[src/rtl/led_pattern_seq.sv]
// rtl/led_pattern_seq.sv - programmable looping on/off LED pattern player with brightness PWM
module led_pattern_seq #(
    parameter int UNIT_CYCLES = 1600000,
    parameter int PWM_BITS    = 4
) (
    input  logic                CLK,
    input  logic                RST_N,
    input  logic                EN,
    input  logic                LOAD,
    input  logic [31:0]         PATTERN,
    input  logic [5:0]          LEN,
    input  logic [PWM_BITS-1:0] BRIGHT,
    output logic                LED,
    output logic                BUSY,
    output logic                WRAP
);

    localparam int PW = (UNIT_CYCLES > 2) ? $clog2(UNIT_CYCLES) : 1;

    typedef enum logic {S_IDLE = 1'b0, S_RUN = 1'b1} state_t;

    state_t              state, state_nxt;
    logic [PW-1:0]       presc;
    logic [4:0]          idx;
    logic [PWM_BITS-1:0] pwm_cnt;
    logic [31:0]         act_pat, sh_pat;
    logic [5:0]          act_len, sh_len;
    logic                pending;
    logic                led_q, wrap_q;

    logic [5:0] len_in;
    logic [5:0] next_len;
    logic [5:0] idle_len;
    logic       unit_tick, last_bit, wrap_evt;
    logic       apply_wrap, apply_idle;
    logic       pwm_on;

    assign len_in     = (LEN > 6'd32) ? 6'd32 : LEN;
    assign unit_tick  = (presc == PW'(UNIT_CYCLES - 1));
    assign last_bit   = ({1'b0, idx} == (act_len - 6'd1));
    assign wrap_evt   = (state == S_RUN) && EN && unit_tick && last_bit;
    assign apply_wrap = wrap_evt && pending;
    assign apply_idle = (state == S_IDLE) && !LOAD && pending;
    // Length that becomes active once any pending shadow is applied.
    assign next_len   = pending ? sh_len : act_len;
    assign idle_len   = LOAD ? len_in : next_len;
    assign pwm_on     = (pwm_cnt <= BRIGHT);

    always_ff @(posedge CLK or negedge RST_N) begin
        if (!RST_N) begin
            state <= S_IDLE;
        end else begin
            state <= state_nxt;
        end
    end

    always_comb begin
        state_nxt = state;
        case (state)
            S_IDLE: if (EN && (idle_len != 6'd0)) state_nxt = S_RUN;
            S_RUN: begin
                if (!EN) begin
                    state_nxt = S_IDLE;
                end else if (wrap_evt && (next_len == 6'd0)) begin
                    state_nxt = S_IDLE;
                end
            end
            default: state_nxt = S_IDLE;
        endcase
    end

    always_comb begin
        BUSY = (state == S_RUN);
    end

    always_ff @(posedge CLK or negedge RST_N) begin
        if (!RST_N) begin
            presc   <= '0;
            idx     <= '0;
            pwm_cnt <= '0;
            act_pat <= '0;
            act_len <= '0;
            sh_pat  <= '0;
            sh_len  <= '0;
            pending <= 1'b0;
            led_q   <= 1'b0;
            wrap_q  <= 1'b0;
        end else begin
            pwm_cnt <= pwm_cnt + 1'b1;
            led_q   <= (state == S_RUN) && act_pat[idx] && pwm_on;
            wrap_q  <= wrap_evt;

            if ((state == S_IDLE) || !EN) begin
                presc <= '0;
                idx   <= '0;
            end else if (unit_tick) begin
                presc <= '0;
                idx   <= last_bit ? 5'd0 : idx + 5'd1;
            end else begin
                presc <= presc + PW'(1);
            end

            if ((state == S_IDLE) && LOAD) begin
                act_pat <= PATTERN;
                act_len <= len_in;
            end else if (apply_idle || apply_wrap) begin
                act_pat <= sh_pat;
                act_len <= sh_len;
            end

            // A LOAD while running always leaves a fresh shadow pending, even on a wrap cycle.
            if ((state == S_RUN) && LOAD) begin
                sh_pat  <= PATTERN;
                sh_len  <= len_in;
                pending <= 1'b1;
            end else if (apply_idle || apply_wrap || ((state == S_IDLE) && LOAD)) begin
                pending <= 1'b0;
            end
        end
    end

    assign LED  = led_q;
    assign WRAP = wrap_q;

endmodule

[config.mk]
export PLATFORM = sky130hd
export DESIGN_NAME = led_pattern_seq
export DESIGN_NICKNAME = d
export VERILOG_FILES = /design/src/rtl/led_pattern_seq.sv
export SDC_FILE = /design/constraint.sdc
export NUM_CORES = 1
export LEC_CHECK = 0
export ABC_AREA = 1
export CAP_MARGIN = 5
export CORE_MARGIN = 5
export CORE_UTILIZATION = 35
export DETAILED_ROUTE_END_ITERATION = 7
export GPL_TIMING_DRIVEN = 0
export PLACE_DENSITY = 0.62
export SLEW_MARGIN = 25
export SYNTH_ARGS = -nofsm -noshare
export SYNTH_HDL_FRONTEND = slang
export SYNTH_SLANG_ARGS = --single-unit
[constraint.sdc]
create_clock -name CLK -period 1.96 [get_ports CLK]
set_clock_uncertainty 0.05 [all_clocks]
set_input_delay 0.294 -clock CLK [delete_from_list [all_inputs] [get_ports CLK]]
set_output_delay 0.294 -clock CLK [all_outputs]
set_load 0.1 [all_outputs]
* After elaboration in Yosys (flattened, before gate mapping) *
Cells that the tools add are included.
Widths: inputs -> output; s select.

storage, ports and cells
  output and inout port bits = 3
  logic and storage cells = 63
  bits in registers = 110
  input bits = 46

cells by class
  muxes and demuxes = 20
  order comparisons = 3
  $add $sub $neg = 4
  reduce and logical (&&, ||, !) cells = 22
  bitwise gates (word level) = 1
  equal/unequal tests = 2

operators with widths
  operator               count
  $mux 32                2
  $mux 21                2
  $mux 6                 5
  $add 21x1->21 const B  1
  $eq 21x21->1 const B   1
  $mux 5                 3
  $logic_and 1x1->1      12
  $eq 5x6->1             1
  $gt 6x6->1 const B     1
  $logic_not 6->1        1
  $lt 5x6->1 const B     1
  $mux 1                 6
  $reduce_bool 2->1      3
  $reduce_bool 6->1      1
  $sub 6x1->6 const B    1
  $add 5x1->5 const B    1
  $bmux 1 s5             1
  $add 4x1->4 const B    1
  $le 4x4->1             1
  $logic_or 1x1->1       3
  $logic_not 1->1        2
  $pmux 1 s2             1
  $not 1->1              1

* Logic depth before layout (Yosys ltp) *
Gate-level depths: netlist of run 1.

  depth after elaboration = 8
  depth in mapped cells = 16
  mapped depth without buffers = 14

* Worst setup path before layout of run 1 *
No wires, ideal clock.

  kind = reg2reg
  from = register state (netlist: BUSY)
  to = register act_pat[21]
  path buffers = 2
  stages on the path, launching flop included = 10
  clock period less this slack = 2326 ps
  slack = -366 ps
  library setup time = 117 ps
  data required time = 1793 ps
  data arrival time = 2159 ps
  path through = dfrtp_1 nand2_1 nor2_4 nand3_2 nand2_2 nand2_1 buf_6 buf_6 nand2_1 nand2_1

between the ends
  cells in the longest elaborated chain, start to end = 6
  elaborated cells on any way between the ends = 11
  classes of those cells = 1 x mux; 1 x bitwise; 9 x reduce/logical

ends and longest elaborated chain
  item                                RTL line  source
  start: declaration                  22        state_t state, state_nxt;
  start signal: assignment            53        state <= state_nxt;
  $logic_and 1x1->1 (3 in series)     41        assign wrap_evt = (state == S_RUN) && EN && unit_tick && last_bit;
  $logic_and 1x1->1                   42        assign apply_wrap = wrap_evt && pending;
  $logic_or 1x1->1                    106       end else if (apply_idle || apply_wrap) begin
  $reduce_bool 2->1 (no source line)  n/a
  end signal: assignment              107       act_pat <= sh_pat;
  end: declaration                    26        logic [31:0] act_pat, sh_pat;

Parallel ways exist; a longest one is shown, timed or not.
A chain may end at the register's enable or synchronous reset.

* Worst setup path in the final report of run 1 *
  from = register act_len[1]
  to = register act_pat[22]

between the ends
  cells in the longest elaborated chain, start to end = 6

ends and longest elaborated chain
  item                                RTL line  source
  start: declaration                  27        logic [5:0] act_len, sh_len;
  start signal: assignment            105       act_len <= len_in;
  start signal: assignment            108       act_len <= sh_len;
  $sub 6x1->6                         40        assign last_bit = ({1'b0, idx} == (act_len - 6'd1));
  $eq 5x6->1                          40
  $logic_and 1x1->1                   41
  $logic_and 1x1->1                   42
  $logic_or 1x1->1                    106
  $reduce_bool 2->1 (no source line)  n/a

No other way between the ends.

==> qor.yml, run 1 <==
final_util_pct: 43.82
top_layer: "met4"
initialDrtViolationCount: 290
r2r-end: "act_pat[22]"
clkSlewWorstSetupHoldPaths_ns: 0.07
place_area_um2: 6437
cp_max_fo: 10
synth-seq-cells: 110
ioPinCount: 49
wl_per_cell_um: 12.66
htree_levels: 3
leakagePower_uw: 0.003372
min_period_ns: 1.946
final_cell_mix: "224 x nand2_1, 109 x dfrtp_1, 108 x o21ai_0"
regToRegSetupSlack_ns: 0.01
multi_input_area_um2: 2540
r2r-start: "act_len[1]"
yosysWarnings: 0
place_congestion: 0.8413
cts.sinks: 110
ys_seq_area_share_pct: 48.66
critPathArrivalTime_ns: 2.15
antenna_found_initial: 0
worstPathRequired_ns: 2.16
grt_pass1_vias: 4588
regArea_um2: 2754
numCtsBuffers: 9
final_common_cell: "nand2_1"
start_util_pct: 35.61
syn-cell-area_um2: 5657
p_per_area_nw_per_um2: 1218
synth_top_flop_cell: "dfrtp_1"
clock_latency_ns: 0.35
fmax_mhz: 513.8
synth_cells: 752
die_area_um2: 18800
grt_util_all_layers_pct: 14.36
root_buffer: "clkbuf_16"
met1_length_mm: 6.301
routed_wl_mm: 13.24
nets: 879
status: "finished, final reports clean"
chipHeight_um: 137.1
synth_area_per_cell_um2: 7.522
crit_path_start: "act_len[1]"
final_cell_count_no_fill: 1046
netlist_top_cells_area: "dfrtp_1 49%, nand2_1 15%, o21ai_0 9.6%"
power_frac_comb_pct: 37.4
drc_errors: 0
switching_power_uw: 3170
viasPerCell: 4.721
fin_crit_sh_pct: 99.30
row_count: 46
worstMarginPinSlew_ns: 0.9639
grt_pass1_wl_mm: 21.76
finalMaxSlewViolations: 0
portBuffers: 48
ys_async_sr_fraction_pct: 100.0
dp_slack_ns: -0.5915
yosysTopAreaCell: "dfrtp_1"
postRouteAntennaNets: 0
slew_headroom_pct: 35.99
setup-violations-final: 0
final_layout_size_suffix_gt1_share_pct: 9.518
ys_types: 29
place_hpwl_mm: 9.435
p_int_uw: 5310
path_class: "register to register"
pwr-share-seq_pct: 40.6
crit_path_end_kind: "register"
syn-num-nets: 806
areaGrowthSynthToFinish_pct: 23.05
p_clk_share_pct: 22.0
vias: 4938
hold_viol_final: 0
finalInstanceArea_um2: 6960
drt-pass1-iter-count: 5
setup_tns_ns: 0
num_antenna_cells: 0
core_area_um2: 15890
grt_setup_unrepaired: "true"
cap_violations: 0
swShare_pct: 37.38
critPathLaunchType: "register"
overflow: 0
tritoncts: "built"
post-place-cells: 1017
ir_worst_vdd_v: 0.0007790
grt_max_degree: 59
synth_top_area_share_pct: 48.66
dr_wl_met3_um: 496
wl_met2_mm: 6.315
reg2reg_depth: 12
fillCellCount: 1660
worst_slack_ns: 0.01381
die_x_um: 137.1
min_path_type: "input pin to asynchronous set/reset pin"
synth_edf_count: 0
clockBufferDepth: 2
==> metrics by stage <==
stage / hold WS [ns] / power, uW
3_3_place_gp: 0.4017 / 6215
4_1_cts: 0.4208 / 8248
5_1_grt: 0.4472 / 9167
2_1_floorplan: -0.05159 / 5446
3_5_place_dp: 0.2406 / 6280
6_report: 0.4025 / 8480
==> logic make-up after synthesis <==
| family | after synthesis | share of synthesized area [%] |
|---|---|---|
| AO/OA/AOI/OAI | 131 | 11.90 |
| flip-flops | 110 | 48.66 |
| adder cells (fa/ha/maj) | 8 | 1.770 |
| buffers and inverters | 113 | 8.250 |
| XOR/XNOR | 9 | 1.394 |
| AND/OR/NAND/NOR | 381 | 28.03 |
==> power by group through the flow <==
stage                     registers, uW  logic, uW  clock network (uW)
final                              3440       3170                1870
after global routing               3530       3630                2010
after CTS                          3420       2910                1920
after detailed placement           3460       2820                   0
after global placement             3450       2760                   0
after floorplan                    3460       1990                   0
==> synthesized netlist by cell type (3+ instances only) <==
library cell	number
clkbuf_1	22
ha_1	8
o22ai_1	5
nand3_1	62
nand2_1	233
buf_6	4
nand3_2	3
buf_2	7
dfrtp_1	110
inv_2	3
xor2_1	7
o21ai_0	109
inv_1	76
nor2_1	63
nand4_1	8
nor3_1	4
a21oi_1	13
==> final cells by class <==
cell class	count	area share, %
flip-flops and latches	110	39.56
clock buffers	13	3.739
inverters	79	4.260
multi-input cells	529	36.49
clock inverters	3	0.6112
well taps	216	3.883
plain buffers	34	2.660
repair buffers	62	8.790
==> worst max path at each step <==
stage	endpoint	slack, ns	depth (start not counted)
6_report	act_pat[22]	0.01	12
5_1_grt	act_pat[17]	-0.09	13
4_1_cts	act_pat[22]	0.003	15
3_5_place_dp	act_pat[30]	-0.59	9
3_3_place_gp	BUSY	-4.33	1
2_1_floorplan	act_pat[21]	0.03	9
==> metal layers <==
layer / up-vias / track usage [%]
met1: 2304 / 19.15
met4: 0 / 3.603
met2: 67 / 23.49
met3: 10 / 3.529
met5: - / 0
li1: 2557 / -
==> state kept, by name, indices dropped and copies added, names as in the netlist <==
signal / cells
BUSY: 1
LED: 1
WRAP: 1
act_len: 6
act_pat: 32
idx: 5
pending: 1
presc: 21
pwm_cnt: 4
sh_len: 6
sh_pat: 32
==> worst max-delay path, stage by stage (launching register included) <==
cell	delay, ns
dfrtp_1	0.39
inv_2	0.07
ha_4	0.26
or2_2	0.09
nand4_1	0.14
nor2_4	0.18
nand3_4	0.09
nand2_4	0.11
nand2_2	0.06
buf_6	0.14
buf_6	0.14
nand2_1	0.06
nand2_1	0.04
==> repair_timing <==
| item | CTS | global route |
|---|---|---|
| hold buffers | 1 | 0 |
| pin swaps | 2 | 8 |
| endpoints found under the setup margin | 48 | 48 |
| gates resized for setup | 14 | 36 |
| endpoints found under the hold margin | 52 | 0 |
| buffers inserted | 5 | 7 |
| gates cloned | 0 | 0 |
Power figures use the tool's default switching activity.
==> inputs of run 2 (changes only) <==
--- a/config.mk
+++ b/config.mk
@@ -10,7 +10,6 @@
 export CORE_MARGIN = 5
 export CORE_UTILIZATION = 35
 export DETAILED_ROUTE_END_ITERATION = 7
-export GPL_TIMING_DRIVEN = 0
 export PLACE_DENSITY = 0.62
 export SLEW_MARGIN = 25
 export SYNTH_ARGS = -nofsm -noshare
==> qor.yml, run 2 (synthesis gave the netlist of run 1 again) <==
post-cts-setup-buffer-count: 0  # -5
overflow: 0  # unchanged
cp_slowest_stage_delay_ns: 0.37  # -0.02 ns
areaGrowthSynthToFinish_pct: 23.65
min_period_ns: 1.848  # -0.09788 ns
place_congestion: 0.8470  # +0.68%
grt_pass1_wl_mm: 22.07  # +1.4%
regToRegSetupSlack_ns: 0.11  # +0.10 ns
p_per_area_nw_per_um2: 1201  # -1.4%
clock_latency_ns: 0.36  # about the same
num_antenna_cells: 0  # unchanged
critPathLaunchType: "register"
largest_registers: "act_pat x32, sh_pat x32, presc x21"
final_util_pct: 44.03  # +0.21 points
multi_input_area_um2: 2475  # -2.6%
crit_path_start: "presc[1]"
path_buf_inv: 1  # -2
row_count: 46  # unchanged
die_area_um2: 18800  # unchanged
final_layout_size_suffix_gt1_share_pct: 9.257  # -0.26 points
final_cell_count_no_fill: 1037  # -0.86%
tritoncts: "built"
viasPerCell: 4.631  # -1.9%
critPathArrivalTime_ns: 2.04  # -0.11 ns
nets: 871  # -0.91%
root_buffer: "clkbuf_16"
ir_worst_vdd_v: 0.0005779  # -26%
path_cells: "ha_2 -> nand3_2 -> nor2_4 -> nand3_2 -> nor2_4 -> nand3_2 -> nand2_4 -> nand2_4 -> clkbuf_16 -> nand2_1 -> nand2_1"
drt-pass1-iter-count: 5  # unchanged
routed_wl_mm: 12.44  # -6.1%
drc_errors: 0  # unchanged
leakagePower_uw: 0.003429  # +1.7%
htree_levels: 3  # unchanged
finalInstanceArea_um2: 6994  # +0.49%
crit_path_end_kind: "register"
core_area_um2: 15890  # unchanged
r2r-end: "act_pat[0]"
cap_violations: 0  # unchanged
numCtsBuffers: 9  # unchanged
initialDrtViolationCount: 274  # -5.5%
path_class: "register to register"
die_x_um: 137.1  # unchanged
path_common_cell: "nand3_2"
ioPinCount: 49  # unchanged
grt_util_all_layers_pct: 14.45  # +0.089 points
crit_family: "simple AND/OR/NAND/NOR gates"
final_cell_mix: "231 x nand2_1, 109 x dfrtp_1, 108 x o21ai_0"
slew_headroom_pct: 72.23  # +36 points
clockBufferDepth: 2  # unchanged
worstMarginPinSlew_ns: 0.4122  # -0.5518 ns
reg2reg_depth: 11  # -1
setup-violations-final: 0  # unchanged
postRouteAntennaNets: 0  # unchanged
min_path_type: "input pin to asynchronous set/reset pin"
vias: 4802  # -2.8%
place_hpwl_mm: 8.617  # -8.7%
wl_per_cell_um: 11.99  # -5.3%
r2r-start: "presc[1]"
post-place-cells: 1020  # +0.29%
cpMaxStageDelayCell: "dfrtp_1"
start_util_pct: 35.61  # unchanged
fmax_mhz: 541.0  # +5.3%
power_uw: 8399  # -0.95%
cp_max_fo: 17  # +7
cts.sinks: 110  # unchanged
clkSlewWorstSetupHoldPaths_ns: 0.07  # about the same
finalMaxSlewViolations: 0  # unchanged
place_area_um2: 6604  # +2.6%
status: "finished, final reports clean"
portBuffers: 48  # unchanged
fin_crit_sh_pct: 94.30  # -5.0 points
fillCellCount: 1664  # +0.24%
grt_pass1_vias: 4797  # +4.6%
fin_hold_ws_ns: 0.3630  # -0.03951 ns
antenna_found_initial: 0  # unchanged
worstPathRequired_ns: 2.16  # about the same
hold_viol_final: 0  # unchanged
grt_max_degree: 71  # +20%
chipHeight_um: 137.1  # unchanged
final_common_cell: "nand2_1"
regArea_um2: 2754  # unchanged
==> run 2: cell types whose count changed in the layout (fill, tap and decap cells not counted), moves of 2 or more <==
| cell | change |
|---|---|
| buf_12 | +7 |
| buf_2 | -8 |
| buf_4 | +24 |
| buf_6 | -6 |
| clkbuf_1 | -17 |
| clkbuf_2 | -5 |
| dlygate4sd2_1 | -2 |
| inv_1 | +2 |
| inv_2 | -2 |
| inv_6 | +2 |
| nand2_1 | +7 |
| nand2_2 | -8 |
| nor2_1 | +4 |
| nor2_4 | -5 |
==> run 2: how the worst max path moves through the flow <==
stage | endpoint | slack (ns) | depth (start not counted)
after floorplan | act_pat[21] | 0.03 | 9
after global placement | act_len[0] | 0.03 | 8
after detailed placement | act_len[0] | -0.002 | 8
after CTS | act_pat[21] | 0.05 | 11
after global routing | act_pat[20] | -0.01 | 14
final | act_pat[0] | 0.11 | 11
==> run 2: worst reg2reg max path, delay by kind of cell, from the launching register on <==
family	cells	cell delay [ns]
buffers and inverters	1	0.19
flip-flops	1	0.37
adder cells (fa/ha/maj)	1	0.22
AND/OR/NAND/NOR	9	0.90
==> run 2: power by group <==
group | switching [uW] | leakage, uW | total, uW | internal [uW]
Sequential | 414 | 0.00142 | 3420 | 3010
Clock | 838 | 0.000157 | 2000 | 1160
Combinational | 1780 | 0.00185 | 2980 | 1200
Total | 3040 | 0.00343 | 8400 | 5360
==> run 2: final cells by class <==
class	instances	share of cell area, %
clock buffer	11	3.470
clock inverter	4	1.109
inverter	79	4.240
multi-input combinational	529	35.38
sequential	110	39.37
tap	216	3.864
timing repair buffer	88	12.56
==> run 2: what timing repair did <==
action,4_1_cts,5_1_grt
resized for setup,0,11
hold endpoints to repair,29,0
endpoints found under the setup margin,0,40
hold buffers,1,0
==> run 2: per-layer routing <==
layer | up-vias | track usage (%) | part of all wire (%)
li1 | 2535 | - | -
met4 | 0 | 4.268 | 1.3
met2 | 60 | 23.68 | 47
met5 | - | 0 | 0
met3 | 12 | 3.493 | 3.2
met1 | 2195 | 19.00 | 49
==> run 2: per-stage QoR <==
stage | setup WS [ns] | TNS, ns
floorplan | 0.02616 | 0
finish | 0.1117 | 0
CTS | 0.04935 | 0
detailed placement | -0.001504 | -0.001504
global placement | 0.02677 | 0
global route | -0.01432 | -0.1812
==> inputs of run 3 (changes only) <==
--- a/config.mk
+++ b/config.mk
@@ -8,9 +8,9 @@
 export ABC_AREA = 1
 export CAP_MARGIN = 5
 export CORE_MARGIN = 5
-export CORE_UTILIZATION = 35
+export CORE_UTILIZATION = 29
 export DETAILED_ROUTE_END_ITERATION = 7
-export PLACE_DENSITY = 0.62
+export PLACE_DENSITY = 0.54
 export SLEW_MARGIN = 25
 export SYNTH_ARGS = -nofsm -noshare
 export SYNTH_HDL_FRONTEND = slang
==> qor.yml, run 3 (synthesis gave the netlist of run 1 again) <==
final_cell_mix: "202 x nand2_1, 109 x dfrtp_1, 108 x o21ai_0"
antenna_found_initial: 0  # unchanged
start_util_pct: 29.26  # -6.4 points
root_buffer: "clkbuf_16"
finalInstanceArea_um2: 7340  # +4.9%
clkSlewWorstSetupHoldPaths_ns: 0.07  # about the same
final_common_cell: "nand2_1"
finalMaxSlewViolations: 0  # unchanged
final_layout_size_suffix_gt1_share_pct: 14.63  # +5.4 points
row_count: 51  # +11%
die_area_um2: 22400  # +19%
place_hpwl_mm: 9.120  # +5.8%
cap_violations: 0  # unchanged
numCtsBuffers: 9  # unchanged
ir_worst_vdd_v: 0.0004675  # -19%
vias: 4865  # +1.3%
path_class: "register to register"
wl_per_cell_um: 12.64  # +5.4%
setup_tns_ns: 0  # unchanged
largest_registers: "act_pat x32, sh_pat x32, presc x21"
leakagePower_uw: 0.003526  # +2.8%
place_area_um2: 6748  # +2.2%
cp_max_fo: 7  # -10
place_congestion: 0.7996  # -5.6%
drc_errors: 0  # unchanged
path_common_cell: "nand2_1"
grt_setup_unrepaired: "true"
num_antenna_cells: 0  # unchanged
cts.sinks: 110  # unchanged
worst_slack_ns: 0.04109  # -0.07059 ns
cp_slowest_stage_delay_ns: 0.39  # +0.02 ns
final_util_pct: 37.96  # -6.1 points
postRouteAntennaNets: 0  # unchanged
die_x_um: 149.7  # +9.1%
ioPinCount: 49  # unchanged
portBuffers: 48  # unchanged
viasPerCell: 4.427  # -4.4%
overflow: 0  # unchanged
setup-violations-final: 0  # unchanged
worstPathRequired_ns: 2.17  # about the same
clock_latency_ns: 0.36  # about the same
path_cells: "buf_4 -> nor2_1 -> nand2_1 -> o21ai_1 -> nand2_1 -> nor2_2 -> nand3_2 -> nand2_4 -> nand2_8 -> clkbuf_16 -> nand2_2 -> nand2_1"
p_per_area_nw_per_um2: 1202  # about the same
slew_headroom_pct: 71.37  # -0.87 points
critPathArrivalTime_ns: 2.12  # +0.08 ns
regArea_um2: 2754  # unchanged
tritoncts: "built"
status: "finished, final reports clean"
cpMaxStageDelayCell: "dfrtp_1"
fillCellCount: 1998  # +20%
multi_input_area_um2: 2586  # +4.5%
r2r-start: "act_len[1]"
dp_slack_ns: -0.02553  # -0.02403 ns
initialDrtViolationCount: 321  # +17%
core_area_um2: 19330  # +22%
grt_max_degree: 71  # unchanged
min_path_type: "input pin to asynchronous set/reset pin"
drt-pass1-iter-count: 5  # unchanged
crit_path_end_kind: "register"
fin_crit_sh_pct: 97.90  # +3.6 points
worstMarginPinSlew_ns: 0.4295  # +0.01733 ns
critPathLaunchType: "register"
routed_wl_mm: 13.89  # +12%
fmax_mhz: 521.1  # -3.7%
grt_util_all_layers_pct: 12.49  # -2.0 points
hold_viol_final: 0  # unchanged
grt_pass1_wl_mm: 22.76  # +3.2%
chipHeight_um: 149.7  # +9.1%
crit_path_start: "act_len[1]"
grt_pass1_vias: 4779  # -0.38%
areaGrowthSynthToFinish_pct: 29.75
clockBufferDepth: 2  # unchanged
nets: 885  # +1.6%
min_period_ns: 1.919  # +0.07059 ns
htree_levels: 3  # unchanged
-- run 3: final timing paths --
| check | end | depth (start not counted) | slack (ns) |
|---|---|---|---|
| min reg2reg | act_pat[29] | 2 | 0.42 |
| max reg2reg | act_pat[17] | 12 | 0.04 |
| min | sh_pat[18] | 2 | 0.36 |
| max in group asynchronous | presc[11] | 4 | 0.82 |
| max | act_pat[17] | 12 | 0.04 |
| min in group CLK | act_pat[29] | 2 | 0.42 |
-- run 3: critical path, delay by kind of cell, from the launching register on --
kind	cells	cell delay, ns
AND/OR/NAND/NOR	9	0.91
buffers and inverters	2	0.33
AO/OA/AOI/OAI	1	0.13
flip-flops	1	0.39
-- run 3: area by class of cell --
cell class | count | area share [%]
inverters | 79 | 4.040
flip-flops and latches | 110 | 37.52
clock buffers | 9 | 3.069
multi-input cells | 529 | 35.24
clock inverters | 5 | 0.8353
well taps | 265 | 4.518
repair buffers | 102 | 14.78
-- run 3: metal layers --
| metal | vias to the layer above | share of wire [%] | track usage [%] |
|---|---|---|---|
| met5 | - | 0 | 0 |
| met4 | 0 | 0.99 | 2.790 |
| met3 | 14 | 3.3 | 3.362 |
| met2 | 63 | 48 | 20.41 |
| met1 | 2228 | 48 | 16.66 |
| li1 | 2560 | - | - |
-- run 3: power by group --
| part | leakage (uW) | total [uW] | internal, uW | switching [uW] |
|---|---|---|---|---|
| sequential | 0.00142 | 3460 | 3010 | 449 |
| combinational | 0.00197 | 3510 | 1490 | 2020 |
| clock | 0.000130 | 1850 | 983 | 871 |
| total | 0.00353 | 8820 | 5480 | 3340 |
-- run 3: what timing repair did --
action,in CTS,in global routing
setup buffers,0,2
setup endpoints to repair,0,39
gates resized for setup,0,49
hold endpoints to repair,27,0
hold buffers,1,0
-- run 3: per-stage QoR --
step / total power, uW / hold slack (ns) / cells
floorplan: 5446 / -0.05159 / 752
detailed placement: 6397 / 0.2254 / 1075
CTS: 8295 / 0.3655 / 1090
global placement: 6358 / 0.2241 / 1075
global route: 9557 / 0.4137 / 1099
finish: 8822 / 0.3571 / 1099
